`src/rtl/axil_pkg.sv`:
```
// Shared definitions for the AXI4-Lite initiator: FSM states, response codes, default widths.
// Latency: n/a (package only).
// Backpressure: n/a (package only).
package axil_pkg;

  localparam int AXIL_ADDR_W  = 32;
  localparam int AXIL_DATA_W  = 32;
  localparam int AXIL_STRB_W  = 8;
  localparam int AXIL_TIMEOUT = 1024;

  typedef enum logic [2:0] {
    IDLE,
    RD_ADDR,
    RD_DATA,
    WR_REQ,
    WR_RESP,
    RESP
  } state_t;

  localparam logic [1:0] RESP_OKAY   = 2'b00;
  localparam logic [1:0] RESP_SLVERR = 2'b10;
  localparam logic [1:0] RESP_DECERR = 2'b11;

endpackage

```
`src/rtl/axil_watchdog.sv`:
```
// Transaction watchdog: cycle counter with a sticky expiry flag.
// Latency: expire_o is combinational from the counter; timeout_o is set on the expiring edge.
// Backpressure: none; the counter only runs while busy_i is high.
//
// Ports:
//   clk, rst   - clock, synchronous active-high reset
//   clear_i    - restart the count (a new transaction is starting)
//   busy_i     - a bus transaction is outstanding this cycle
//   expire_o   - limit reached this cycle while busy
//   timeout_o  - sticky flag, cleared only by rst
module axil_watchdog #(
  parameter int TIMEOUT_CYCLES = 1024
) (
  input  logic clk,
  input  logic rst,
  input  logic clear_i,
  input  logic busy_i,
  output logic expire_o,
  output logic timeout_o
);

  localparam int CNT_W = (TIMEOUT_CYCLES > 2) ? $clog2(TIMEOUT_CYCLES) : 1;
  localparam logic [CNT_W-1:0] LIMIT = CNT_W'(TIMEOUT_CYCLES - 1);

  logic [CNT_W-1:0] cnt_q, cnt_d;
  logic             to_q, to_d;

  assign expire_o  = busy_i && (cnt_q == LIMIT);
  assign timeout_o = to_q;

  always_comb begin
    cnt_d = cnt_q;
    to_d  = to_q | expire_o;
    if (clear_i) begin
      cnt_d = '0;
    end else if (busy_i && !expire_o) begin
      cnt_d = cnt_q + 1'b1;
    end
  end

  always_ff @(posedge clk) begin
    if (rst) begin
      cnt_q <= '0;
      to_q  <= 1'b0;
    end else begin
      cnt_q <= cnt_d;
      to_q  <= to_d;
    end
  end

endmodule

```
`src/rtl/axil_master_bridge.sv`:
```
// AXI4-Lite initiator: turns one core request at a time into an AR/R read or AW/W/B write.
// Latency: 3 cycles from request accept to resp_valid with zero-wait slaves.
// Backpressure: req_ready only in IDLE; resp_valid held with stable data until resp_ready.
//
// Optional feature macro: AXIM_TIMEOUT_EN (watchdog aborts a stuck transaction with an error).
//
// Ports:
//   clk, rst                         - clock, synchronous active-high reset
//   req_*                            - core request (valid/ready, write flag, address, data, mask)
//   resp_*                           - core response (valid/ready, read data, error)
//   ar*/r*, aw*/w*/b*                - AXI4-Lite initiator channels
//   timeout                          - sticky watchdog flag (0 when the feature is off)
module axil_master_bridge
  import axil_pkg::*;
#(
  parameter int ADDR_W         = AXIL_ADDR_W,
  parameter int DATA_W         = AXIL_DATA_W,
  parameter int STRB_W         = AXIL_STRB_W,
  parameter int TIMEOUT_CYCLES = AXIL_TIMEOUT
) (
  input  logic                clk,
  input  logic                rst,
  input  logic                req_valid,
  output logic                req_ready,
  input  logic                req_wen,
  input  logic [ADDR_W-1:0]   req_addr,
  input  logic [DATA_W-1:0]   req_wdata,
  input  logic [DATA_W/8-1:0] req_wmask,
  output logic                resp_valid,
  input  logic                resp_ready,
  output logic [DATA_W-1:0]   resp_rdata,
  output logic                resp_err,
  output logic [ADDR_W-1:0]   araddr,
  output logic                arvalid,
  input  logic                arready,
  input  logic [DATA_W-1:0]   rdata,
  input  logic [1:0]          rresp,
  input  logic                rvalid,
  output logic                rready,
  output logic [ADDR_W-1:0]   awaddr,
  output logic                awvalid,
  input  logic                awready,
  output logic [DATA_W-1:0]   wdata,
  output logic [STRB_W-1:0]   wstrb,
  output logic                wvalid,
  input  logic                wready,
  input  logic [1:0]          bresp,
  input  logic                bvalid,
  output logic                bready,
  output logic                timeout
);

  localparam int MASK_W = DATA_W / 8;

  state_t              state_q, state_d;
  logic [ADDR_W-1:0]   addr_q, addr_d;
  logic [DATA_W-1:0]   wdata_q, wdata_d;
  logic [STRB_W-1:0]   wstrb_q, wstrb_d;
  logic [DATA_W-1:0]   rdata_q, rdata_d;
  logic                err_q, err_d;
  logic                aw_done_q, aw_done_d;
  logic                w_done_q, w_done_d;

  logic accept;
  logic busy;
  logic wd_expire;

  // Byte-offset bits and the watchdog limit are legitimately unused in some builds.
  logic unused_ok;
  assign unused_ok = &{1'b0, req_addr[1:0], TIMEOUT_CYCLES[0]};

  assign accept = (state_q == IDLE) && req_valid;
  assign busy   = (state_q == RD_ADDR) || (state_q == RD_DATA) ||
                  (state_q == WR_REQ)  || (state_q == WR_RESP);

`ifdef AXIM_TIMEOUT_EN
  axil_watchdog #(
    .TIMEOUT_CYCLES (TIMEOUT_CYCLES)
  ) u_watchdog (
    .clk       (clk),
    .rst       (rst),
    .clear_i   (accept),
    .busy_i    (busy),
    .expire_o  (wd_expire),
    .timeout_o (timeout)
  );
`else
  assign wd_expire = 1'b0;
  assign timeout   = 1'b0;
  logic unused_busy;
  assign unused_busy = busy;
`endif

  always_comb begin
    state_d   = state_q;
    addr_d    = addr_q;
    wdata_d   = wdata_q;
    wstrb_d   = wstrb_q;
    rdata_d   = rdata_q;
    err_d     = err_q;
    aw_done_d = aw_done_q;
    w_done_d  = w_done_q;

    unique case (state_q)
      IDLE: begin
        if (req_valid) begin
          addr_d    = {req_addr[ADDR_W-1:2], 2'b00};
          wdata_d   = req_wdata;
          wstrb_d   = {{(STRB_W-MASK_W){1'b0}}, req_wmask};
          aw_done_d = 1'b0;
          w_done_d  = 1'b0;
          state_d   = req_wen ? WR_REQ : RD_ADDR;
        end
      end
      RD_ADDR: begin
        if (arready) state_d = RD_DATA;
      end
      RD_DATA: begin
        if (rvalid) begin
          rdata_d = rdata;
          err_d   = (rresp != RESP_OKAY);
          state_d = RESP;
        end
      end
      WR_REQ: begin
        // AW and W complete independently; leave once both have handshaken.
        aw_done_d = aw_done_q | awready;
        w_done_d  = w_done_q  | wready;
        if (aw_done_d && w_done_d) state_d = WR_RESP;
      end
      WR_RESP: begin
        if (bvalid) begin
          rdata_d = '0;
          err_d   = (bresp != RESP_OKAY);
          state_d = RESP;
        end
      end
      RESP: begin
        if (resp_ready) state_d = IDLE;
      end
      default: state_d = IDLE;
    endcase

    // An expired watchdog overrides any handshake landing in the same cycle.
    if (wd_expire) begin
      rdata_d = '0;
      err_d   = 1'b1;
      state_d = RESP;
    end
  end

  always_ff @(posedge clk) begin
    if (rst) begin
      state_q   <= IDLE;
      addr_q    <= '0;
      wdata_q   <= '0;
      wstrb_q   <= '0;
      rdata_q   <= '0;
      err_q     <= 1'b0;
      aw_done_q <= 1'b0;
      w_done_q  <= 1'b0;
    end else begin
      state_q   <= state_d;
      addr_q    <= addr_d;
      wdata_q   <= wdata_d;
      wstrb_q   <= wstrb_d;
      rdata_q   <= rdata_d;
      err_q     <= err_d;
      aw_done_q <= aw_done_d;
      w_done_q  <= w_done_d;
    end
  end

  // Every output is a decode of registered state, so it only moves on clk edges.
  assign req_ready  = (state_q == IDLE);
  assign arvalid    = (state_q == RD_ADDR);
  assign araddr     = addr_q;
  assign rready     = (state_q == RD_DATA);
  assign awvalid    = (state_q == WR_REQ) && !aw_done_q;
  assign awaddr     = addr_q;
  assign wvalid     = (state_q == WR_REQ) && !w_done_q;
  assign wdata      = wdata_q;
  assign wstrb      = wstrb_q;
  assign bready     = (state_q == WR_RESP);
  assign resp_valid = (state_q == RESP);
  assign resp_rdata = rdata_q;
  assign resp_err   = err_q;

  // A slave response outside its own state is a protocol violation; it is ignored above.
  a_rvalid_in_rd_data: assert property (@(posedge clk) disable iff (rst)
    rvalid |-> (state_q == RD_DATA));
  a_bvalid_in_wr_resp: assert property (@(posedge clk) disable iff (rst)
    bvalid |-> (state_q == WR_RESP));

endmodule

```
`config.mk`:
```
export PLATFORM = sky130hd
export DESIGN_NAME = axil_master_bridge
export DESIGN_NICKNAME = d
export VERILOG_FILES = /design/src/rtl/axil_pkg.sv /design/src/rtl/axil_watchdog.sv /design/src/rtl/axil_master_bridge.sv
export SDC_FILE = /design/constraint.sdc
export NUM_CORES = 1
export LEC_CHECK = 0
export ABC_AREA = 1
export CAP_MARGIN = 5
export CORE_MARGIN = 3
export CORE_UTILIZATION = 40
export DETAILED_ROUTE_END_ITERATION = 8
export HOLD_SLACK_MARGIN = 0.02
export MAX_ROUTING_LAYER = met4
export PLACE_DENSITY = 0.89
export SYNTH_ARGS = -nofsm -noshare
export SYNTH_HDL_FRONTEND = slang
export SYNTH_HIERARCHICAL = 1
export SYNTH_SLANG_ARGS = --single-unit
```
`constraint.sdc`:
```
create_clock -name clk -period 2.6 [get_ports clk]
set_input_delay 0.26 -clock clk [delete_from_list [all_inputs] [get_ports clk]]
set_output_delay 0.26 -clock clk [all_outputs]
set_load 0.05 [all_outputs]
```
---- Yosys cells after proc, flatten, opt, wreduce, memory -nomap -nowiden ----
Cells that the tools add are included.
operators by class
  bitwise logic cells ..................... 2
  eq/ne operators ......................... 11
  multiplexer cells ....................... 17
  reduce and logical (&&, ||, !) cells .... 14
operators with widths
  operator              number
  $mux W32              2
  $pmux W32 S2          1
  $mux W3               6
  $pmux W3 S6           1
  $ne A2 B2 Y1 const B  4
  $reduce_bool A2 Y1    4
  $eq A3 B2 Y1 const B  2
  $eq A3 B3 Y1 const B  2
  $pmux W1 S2           3
  $reduce_and A6 Y1     1
  $ne A2 B1 Y1 const B  2
  $reduce_and A2 Y1     2
  $eq A3 B1 Y1 const B  1
  $logic_and A1 B1 Y1   3
  $logic_not A3 Y1      1
  $mux W1               3
  $reduce_and A3 Y1     1
  $logic_not A1 Y1      2
  $mux W2               1
  $or A1 B1 Y1          2
storage, ports and cells
  output and inout bits ................... 145
  logic and storage cells ................. 52
  bits of input ports ..................... 114
  register bits after elaboration ......... 104

---- Depth between registers and ports, before layout ----
Gate-level depths: netlist (run 1).
  depth in word-level cells ............... 4
  depth in mapped cells ................... 11
  mapped depth without buffers ............ 10

---- Least setup slack after synthesis (run 1) ----
Ideal clock, no wire load.
  path kind ............................... register to register
  start ................................... reg state_q[1]
  end ..................................... reg state_q[1]
  clock period less this slack ............ 1,819 ps
  buffers on the path ..................... 1
  stages on the path, launching flop included .. 12
  path slack .............................. 781 ps
  setup time .............................. 113 ps
  required time ........................... 2,487 ps
  arrival ................................. 1,706 ps
  cell sequence ........................... dfxtp_1 -> buf_4 -> nor2_1 -> inv_1 -> nor2_1 -> nand2_1 -> nand2_1 -> inv_1 -> nand2_1 -> nand2_1 -> nand2_1 -> nor2_1
between the ends
  cells in the longest elaborated chain, start to end .. 3
  elaborated cells on any way between the ends .. 14
  classes of those cells .................. 11 x eq/ne; 1 x mux; 2 x reduce/logical
RTL lines
  item                         RTL line                   source
  start: declaration           axil_master_bridge.sv:55   state_t state_q, state_d;
  start signal: assignment     axil_master_bridge.sv:163  state_q <= state_d;
  $eq A3 B1 Y1 *               -
  via arvalid                  axil_master_bridge.sv:34   output logic arvalid,
  $ne A2 B1 Y1 (no line)       -
  $reduce_and A6 Y1 (no line)  -
The timed path passes the listed nets; every way through them passes the cells marked *.
A chain may end at the register's enable or synchronous reset.

---- Worst setup path in the final report (run 1) ----
  start ................................... reg state_q[2]
  end ..................................... out resp_valid
between the ends
  cells in the longest elaborated chain, start to end .. 1
RTL lines
  item              RTL line                   source
  $eq A3 B3 Y1      axil_master_bridge.sv:185  assign resp_valid = (state_q == RESP);
  end: declaration  axil_master_bridge.sv:29   output logic resp_valid,
Every way passes these cells.

==> results of run 1 <==
routing by layer:
| layer | wire [um] | GRT usage [%] | up-vias |
|---|---|---|---|
| li1 | - | - | 2150 |
| met1 | 5200 | 24.9 | 2065 |
| met2 | 7210 | 37.7 | 189 |
| met3 | 910 | 4.40 | 26 |
| met4 | 377 | 8.55 | 0 |
| met5 | 0 | - | - |
kinds of logic after synthesis:
kind of cell | count (synthesis) | synth area share [%]
AO/OA/AOI/OAI | 104 | 12.1
buffers and inverters | 101 | 14.0
flip-flops | 104 | 48.2
other | 1 | 0.0869
AND/OR/NAND/NOR | 247 | 25.6
final cells by class:
type / instances / area [um^2]
multi-input combinational: 360 / 1660
inverter: 18 / 70.1
tap: 136 / 170
timing repair buffer: 253 / 2540
clock buffer: 11 / 141
fill: 880 / 3690
sequential: 104 / 2080
clock inverter: 3 / 67.6
flip-flops by register name (all words and copies together) (netlist names):
register / cells
state_q: 3
w_done_q: 1
resp_err: 1
araddr: 30
wstrb: 4
resp_rdata: 32
aw_done_q: 1
wdata: 32
worst max-delay path by stage:
| stage | depth (start not counted) | startpoint | slack (ns) | to |
|---|---|---|---|---|
| global route | 3 | state_q[2]$_SDFFE_PP0P_ | 0.18 | resp_valid |
| finish | 3 | state_q[2]$_SDFFE_PP0P_ | 0.30 | resp_valid |
| global placement | 5 | state_q[0]$_SDFFE_PP0P_ | 0.49 | awvalid |
| CTS | 5 | state_q[1]$_SDFFE_PP0P_ | 0.09 | awvalid |
| floorplan | 3 | state_q[2]$_SDFFE_PP0P_ | 0.78 | resp_valid |
| detailed placement | 5 | state_q[1]$_SDFFE_PP0P_ | 0.49 | awvalid |
cell usage in the layout, fill, tap and decap left out:
master and instances:
nor2_2 1, nand4_1 1, a21oi_1 101, buf_12 2, inv_2 1, buf_2 1
nand3_1 99, conb_1 9, clkbuf_8 10, dlymetal6s2s_1 2, clkbuf_1 1, dfxtp_1 104
nor3_4 1, nor3_1 1, nor2_1 17, clkinvlp_4 1, nor2_4 1, nor2_8 1
nand2_1 121, o21ai_0 3, inv_1 16, clkdlybuf4s50_1 242, nand2_2 2, nand3b_1 2
buf_4 6, bufinv_16 2, inv_4 1
power groups by stage:
stage | Sequential, uW | Clock, uW | Combinational (uW)
after floorplan | 3290 | 0 | 2100
after global placement | 2230 | 0 | 4170
after detailed placement | 2250 | 0 | 4260
after CTS | 2220 | 1100 | 4270
after global routing | 2270 | 1180 | 4510
final | 2220 | 1070 | 4240
metrics by stage:
step           util [%]  instance area, um^2  setup slack [ns]  power [uW]
2_1_floorplan         -                 4350             0.781        5390
3_3_place_gp       62.5                 6520             0.493        6400
3_5_place_dp       62.5                 6520             0.491        6510
4_1_cts            64.6                 6720            0.0881        7590
5_1_grt            64.6                 6730             0.177        7950
6_report           64.6                 6730             0.304        7530
timing repair:
action | CTS | global route
hold buffers | 0 | 0
setup endpoints to repair | 0 | 2
resized for setup | 0 | 2
critical path, stage by stage (launching register included):
cell and delay [ns]:
dfxtp_1 0.54, inv_1 0.11, nor3_1 0.20, clkdlybuf4s50_1 0.84
==> reports/qor.csv, run 1 <==
metric,value,unit
outcome,finished clean,
Worst-Margin Slew,0.688,ns
Logic pwr share,56.3,%
"EDFF count, synth",0,
Die Ht,110,um
Reg2Reg Depth,9,
overflow left after global routing,0,
asr flop ratio synth,0,%
vias in the first global route,4102,
dpl cells,871,
initial core utilization,41.4,%
H-tree levels,3,
maximum vdd drop,628,uV
root buffer cell,clkbuf_8,
Clock Sinks,104,
Post-Syn Instances,557,
row cnt,37,
Mean Syn Cell Area,7.75,um^2
RD Place Congestion,0.850,
post-synth design cell area,4320,um^2
# DRC,0,
WHS Endpoint,wdata[29]$_SDFFE_PP0P_,
core area,10400,um^2
# port buffers,247,
R2R setup slack,0.64,ns
final net count,860,
Clock Skews,0.0118,ns
Area Growth Syn to Fin,55.9,%
cell area power density,1120,nW/um^2
hold depth,2,
Yosys top cell area share,48.2,%
Detailed Routing Iterations Pass 1,5,
NetSw,3690,uW
largest net degree at the start of global routing,69,
Post-CTS Setup Bufs,0,
Max Buffers Root-to-Sink,2,
Synth area leader,dfxtp_1,
max-slew violations,0,
Max Cap Violations,0,
TritonCTS Buffers,9,
Clk network pwr share,14.2,%
Crit Path Max Fanout,8,
Worst EP arrival,2.04,ns
Hold WS,0.350,ns
area of the die,12100,um^2
R2R Path Start,state_q[0]$_SDFFE_PP0P_,
top post-synthesis cells by count,"nand2_1 (122), dfxtp_1 (104), a21oi_1 (101), nand3_1 (99), buf_4 (45)",
sequential power share,29.5,%
share of the yosys chip area belonging to registers,48.2,%
Final Hold Viols,0,
CTS tree,done,
Worst slew margin,54.1,%
"FF+latch count, synth",104,
CP Class,reg -> out,
setup violators final,0,
fin crit period,2.30,ns
"Reg clk slew, reported paths",0.09,ns
diodes inserted,0,
Setup TNS Final,0,ns
"Distinct cells, synth",23,
die width,110,um
Finished Layout Cells,885,
share of cells above drive strength 1,4.01,%
antenna-violating nets left,0,
I/O pin total,259,
initial drt markers,278,
hold path start,rst,
Hold WC Path Type,in -> reg,
Fmax,0.436,GHz
worst reg2reg endpoint,resp_rdata[18]$_SDFFE_PP0P_,
WL/cell,15.5,um
crit path launch type,flop,
RSZ-0062 raised after global routing,false,
Crit. End Element,primary output,
Synth Flop Type,dfxtp_1,
initial antenna violation count,0,
sw frac,49.0,%
first-pass GRT wire length,20.2,mm
Clock Latency Late Sink,0.34,ns
internal power,3840,uW
total global-route track usage,21.9,%
via-per-instance ratio,5.01,
Worst EP required,2.34,ns
Post-DP HPWL,10.2,mm
WL final,13.7,mm
"top cells by area, synth","dfxtp_1 (48%), a21oi_1 (12%), nand3_1 (11%)",
most frequent cell after synthesis,nand2_1,
Via Count,4430,
Final period util,88.3,%
Synthesis Warnings,6,
Pleak,0.00248,uW
No activity file was read; power rests on OpenSTA's default activity.
==> run 2: changes to the inputs <==
--- a/config.mk
+++ b/config.mk
@@ -8,11 +8,11 @@
 export ABC_AREA = 1
 export CAP_MARGIN = 5
 export CORE_MARGIN = 3
-export CORE_UTILIZATION = 40
+export CORE_UTILIZATION = 38
 export DETAILED_ROUTE_END_ITERATION = 8
 export HOLD_SLACK_MARGIN = 0.02
 export MAX_ROUTING_LAYER = met4
-export PLACE_DENSITY = 0.89
+export PLACE_DENSITY = 0.85
 export SYNTH_ARGS = -nofsm -noshare
 export SYNTH_HDL_FRONTEND = slang
 export SYNTH_HIERARCHICAL = 1
==> constraint.sdc (replaced) <==
create_clock -name clk -period 2.3 [get_ports clk]
set_input_delay 0.23 -clock clk [delete_from_list [all_inputs] [get_ports clk]]
set_output_delay 0.23 -clock clk [all_outputs]
set_load 0.05 [all_outputs]
==> run 2 against run 1 <==
Compared with the run above:
- global-route usage down 1.2 points
- sequential share of layout area decreased by 0.53 points
- total power is 19% higher
==> reports/qor.csv, run 2 (synthesis results as in run 1) <==
metric,value,unit,change
outcome,finished clean,,unchanged
overflow left after global routing,0,,unchanged
"most common cell after layout, fill and taps aside",clkdlybuf4s50_1,,unchanged
crit path launch type,flop,,unchanged
vias in the first global route,4294,,was 4102
root buffer cell,clkbuf_16,,was clkbuf_8
Clock Latency Late Sink,0.33,ns,was 0.34 ns
cell area power density,1310,nW/um^2,was 1120 nW/um^2
RD Place Congestion,0.898,,was 0.850
fin crit period,2.16,ns,
Area Growth Syn to Fin,58.6,%,was 55.9%
Worst-Margin Slew,0.700,ns,was 0.688 ns
Max Buffers Root-to-Sink,2,,unchanged
diodes inserted,0,,unchanged
Crit Path Max Fanout,8,,unchanged
Setup TNS Final,0,ns,unchanged
Hold WS,0.326,ns,was 0.350 ns
FILL cells,907,,was 880
Post-DP HPWL,9.67,mm,was 10.2 mm
Clk network pwr share,17.9,%,was 14.2%
"Reg clk slew, reported paths",0.07,ns,was 0.09 ns
internal power,4710,uW,was 3840 uW
WL final,13.4,mm,was 13.7 mm
via-per-instance ratio,4.95,,was 5.01
I/O pin total,259,,unchanged
first-pass GRT wire length,21.0,mm,was 20.2 mm
setup violators final,0,,unchanged
Pleak,0.00254,uW,was 0.00248 uW
sequential power share,28.0,%,was 29.5%
antenna-violating nets left,0,,unchanged
core area,11000,um^2,was 10400 um^2
row cnt,38,,was 37
Max Cap Violations,0,,unchanged
H-tree levels,3,,unchanged
max-slew violations,0,,unchanged
Final Hold Viols,0,,unchanged
most frequent cells in the layout,"clkdlybuf4s50_1 (239), nand2_1 (121), dfxtp_1 (104), a21oi_1 (101), nand3_1 (99)",,"was clkdlybuf4s50_1 (242), nand2_1 (121), dfxtp_1 (104), a21oi_1 (101), nand3_1 (99)"
CP Class,reg -> out,,unchanged
# port buffers,247,,unchanged
Hold WC Path Type,in -> reg,,unchanged
Logic pwr share,54.0,%,was 56.3%
Die Ht,113,um,was 110 um
initial drt markers,371,,was 278
Detailed Routing Iterations Pass 1,4,,was 5
Clock Sinks,104,,unchanged
RSZ-0062 raised after global routing,false,,unchanged
total global-route track usage,20.7,%,was 21.9%
initial antenna violation count,0,,unchanged
CTS tree,done,,unchanged
sw frac,47.4,%,was 49.0%
TritonCTS Buffers,9,,unchanged
Fmax,0.464,GHz,
Clock Skews,0.00545,ns,was 0.0118 ns
NetSw,4240,uW,was 3690 uW
final net count,861,,was 860
initial core utilization,39.3,%,was 41.4%
Worst EP arrival,1.93,ns,was 2.04 ns
Crit. End Element,primary output,,unchanged
Via Count,4412,,was 4430
Finished Layout Cells,891,,was 885
die width,113,um,was 110 um
# DRC,0,,unchanged
dpl cells,876,,was 871
share of cells above drive strength 1,4.79,%,was 4.01%
Worst slew margin,53.3,%,was 54.1%
Final period util,93.7,%,
Worst EP required,2.07,ns,was 2.34 ns
largest net degree at the start of global routing,69,,unchanged
area of the die,12700,um^2,was 12100 um^2
WL/cell,15.1,um,was 15.5 um
maximum vdd drop,938,uV,was 628 uV
run 2: cell types whose count changed in the layout (fill, tap and decap cells not counted), sizes merged:
| cell | previous run | this run |
|---|---|---|
| clkdlybuf4s50 | 242 | 239 |
| buf | 9 | 13 |
| clkinv | 0 | 2 |
| clkbuf | 11 | 10 |
run 2: timing repair:
action	in CTS	in global routing
hold buffers	0	0
buffers inserted	0	0
setup endpoints to repair	0	2
resized for setup	0	2
run 2: layer usage:
metal	wire length [um]	part of all wire [%]	GRT usage, %	vias up
li1	-	-	-	2160
met1	5390	40	25.4	2027
met2	6530	49	33.9	212
met3	1340	10	5.44	13
met4	156	1.2	5.61	0
met5	0	0	-	-
run 2: through the flow:
step           cell area [um^2]  total power, uW  utilization [%]  worst slack [ns]
2_1_floorplan              4350             6090                -             0.481
3_3_place_gp               6520             7280             59.4             0.403
3_5_place_dp               6520             7400             59.4             0.392
4_1_cts                    6840             9030             62.3            0.0264
5_1_grt                    6850             9420             62.3            0.0453
6_report                   6850             8960             62.3             0.144
run 2: layout make-up:
class	instances	area, um^2	share of cell area [%]
multi-input cells	360	1660	24.3
clock buffers	10	239	3.49
clock inverters	5	81.3	1.19
well taps	140	175	2.56
inverters	18	70.1	1.02
flip-flops and latches	104	2080	30.4
repair buffers	254	2540	37.1
run 2: power by group through the flow:
stage	logic, uW	clock network [uW]	registers [uW]
finish	4840	1610	2510
global route	5130	1730	2560
CTS	4870	1660	2510
detailed placement	4850	0	2540
global placement	4760	0	2520
floorplan	2380	0	3720
run 2: path summary, 6_finish.rpt:
| kind | from | end | slack, ns | cells past startpoint |
|---|---|---|---|---|
| max | state_q[0]$_SDFFE_PP0P_ | rready | 0.14 | 4 |
| min | req_valid | araddr[31]$_SDFFE_PP0P_ | 0.33 | 3 |
| max reg2reg | state_q[0]$_SDFFE_PP0P_ | resp_rdata[8]$_SDFFE_PP0P_ | 0.48 | 7 |
| min reg2reg | wdata[7]$_SDFFE_PP0P_ | wdata[7]$_SDFFE_PP0P_ | 0.46 | 2 |
run 2: critical path, stage by stage (launching register included):
cell and delay (ns):
dfxtp_1 0.44, nor2_2 0.19, nand2_1 0.09, inv_1 0.07, clkdlybuf4s50_1 0.82
==> run 3: changes to the inputs <==
==> constraint.sdc (replaced) <==
create_clock -name clk -period 2.3 [get_ports clk]
set_input_delay 0.46 -clock clk [delete_from_list [all_inputs] [get_ports clk]]
set_output_delay 0.46 -clock clk [all_outputs]
set_load 0.05 [all_outputs]
==> run 3 against run 2 <==
Compared with the run above:
- cell count grew 0.34%
- clock-buffer cell count is 1 higher
- register-to-register slack better by 0.11 ns
- highest routed layer unchanged
- fmax increased by 6.3%
- critical path depth down 1
- utilization rose by 0.52 points
- non-clock buffer count rose by 2
- first-iteration DRC count rose by 1.1%
- worst setup slack gained 0.13 ns
- die area is the same
==> reports/qor.csv, run 3 (synthesis results as in run 1) <==
metric,value,unit,change
Crit Path Max Fanout,23,,was 8
WL final,13.5,mm,was 13.4 mm
core area,11000,um^2,unchanged
Final period util,88.2,%,was 93.7%
# port buffers,247,,unchanged
total global-route track usage,20.5,%,was 20.7%
I/O pin total,259,,unchanged
root buffer cell,clkbuf_16,,unchanged
Clock Latency Late Sink,0.33,ns,about the same
maximum vdd drop,906,uV,was 938 uV
Worst EP arrival,1.57,ns,was 1.93 ns
CTS tree,done,,unchanged
dpl cells,878,,was 876
antenna-violating nets left,0,,unchanged
Clock Sinks,104,,unchanged
initial drt markers,375,,was 371
vias in the first global route,4229,,was 4294
Hold WC Path Type,reg -> reg,,was in -> reg
# DRC,0,,unchanged
final net count,863,,was 861
Worst-Margin Slew,0.558,ns,was 0.700 ns
Fmax,0.493,GHz,was 0.464 GHz
Via Count,4459,,was 4412
Post-CTS Setup Bufs,0,,unchanged
RD Place Congestion,0.877,,was 0.898
first-pass GRT wire length,20.7,mm,was 21.0 mm
FILL cells,865,,was 907
Clock Skews,0.00789,ns,was 0.00545 ns
setup violators final,0,,unchanged
"Core Util, Final",62.9,%,was 62.3%
crit path launch type,flop,,unchanged
die width,113,um,unchanged
Post-DP HPWL,9.92,mm,was 9.67 mm
Post-CTS Hold Fix Bufs,0,,unchanged
WL/cell,15.1,um,about the same
most frequent cells in the layout,"clkdlybuf4s50_1 (238), nand2_1 (121), dfxtp_1 (102), a21oi_1 (101), nand3_1 (99)",,"was clkdlybuf4s50_1 (239), nand2_1 (121), dfxtp_1 (104), a21oi_1 (101), nand3_1 (99)"
Final Hold Viols,0,,unchanged
Design Power,9060,uW,was 8960 uW
largest net degree at the start of global routing,69,,unchanged
Sequential Area,2080,um^2,about the same
"worst slack, placed",0.306,ns,was 0.392 ns
Detailed Routing Iterations Pass 1,5,,was 4
area of the die,12700,um^2,unchanged
fin crit period,2.03,ns,was 2.16 ns
Die Ht,113,um,unchanged
H-tree levels,3,,unchanged
overflow left after global routing,0,,unchanged
Post-CTS Resized,0,,unchanged
Worst EP required,1.84,ns,was 2.07 ns
post-route setup slack,0.271,ns,was 0.144 ns
diodes inserted,0,,unchanged
max-slew violations,0,,unchanged
Max Cap Violations,0,,unchanged
CP Class,reg -> out,,unchanged
row cnt,38,,unchanged
Finished Layout Cells,894,,was 891
Area Growth Syn to Fin,60.0,%,was 58.6%
via-per-instance ratio,4.99,,was 4.95
outcome,finished clean,,unchanged
"most common cell after layout, fill and taps aside",clkdlybuf4s50_1,,unchanged
TritonCTS Buffers,9,,unchanged
Max Buffers Root-to-Sink,2,,unchanged
RSZ-0062 raised after global routing,false,,unchanged
initial core utilization,39.3,%,unchanged
"Reg clk slew, reported paths",0.07,ns,about the same
multi-input logic area,1660,um^2,unchanged
Crit. End Element,primary output,,unchanged
initial antenna violation count,0,,unchanged
Worst slew margin,62.7,%,was 53.3%
cell area power density,1310,nW/um^2,about the same
Setup TNS Final,0,ns,unchanged
Pleak,0.00253,uW,was 0.00254 uW
share of cells above drive strength 1,5.70,%,was 4.79%
run 3: cell types whose count changed in the layout (fill, tap and decap cells not counted), sizes merged:
| cell | delta |
|---|---|
| clkinv | -1 |
| clkbuf | +1 |
| dlymetal6s2s | -2 |
| buf | +5 |
| clkdlybuf4s50 | -1 |
| clkinvlp | +1 |
run 3: worst paths after layout:
check | start | endpoint | slack (ns) | cells past startpoint
min | wdata[8]$_SDFFE_PP0P_ | wdata[8]$_SDFFE_PP0P_ | 0.46 | 2
max reg2reg | state_q[2]$_SDFFE_PP0P_ | state_q[2]$_SDFFE_PP0P_ | 0.59 | 9
min reg2reg | wdata[8]$_SDFFE_PP0P_ | wdata[8]$_SDFFE_PP0P_ | 0.46 | 2
max | state_q[2]$_SDFFE_PP0P_ | req_ready | 0.27 | 3
run 3: layout make-up:
cell class / count / area share [%]
Sequential cell: 104 / 30.2
Clock buffer: 11 / 3.52
Multi-Input combinational cell: 360 / 24.1
Clock inverter: 5 / 1.16
Timing Repair Buffer: 256 / 37.5
Tap cell: 140 / 2.54
Inverter: 18 / 1.02
run 3: metrics by stage:
step,hold WS [ns],cell area [um^2]
3_3_place_gp,0.448,6580
4_1_cts,0.467,6900
2_1_floorplan,0.454,4350
5_1_grt,0.482,6900
6_report,0.464,6900
3_5_place_dp,0.456,6580
run 3: routing by layer:
metal | track usage (%) | up-vias | share of wire, %
met2 | 34.8 | 217 | 50
met4 | 7.05 | 0 | 1.5
li1 | - | 2168 | -
met5 | - | - | 0
met3 | 4.64 | 17 | 8.3
met1 | 24.0 | 2057 | 41
run 3: where the power goes:
group	internal, uW	switching [uW]	total (uW)
Clock	982	649	1630
Combinational	1590	3320	4910
Sequential	2210	304	2520
Total	4790	4270	9060
run 3: critical path, stage by stage, from the launching register on:
cell,delay (ns)
dfxtp_1,0.42
nor3_4,0.31
buf_4,0.33
buf_12,0.18
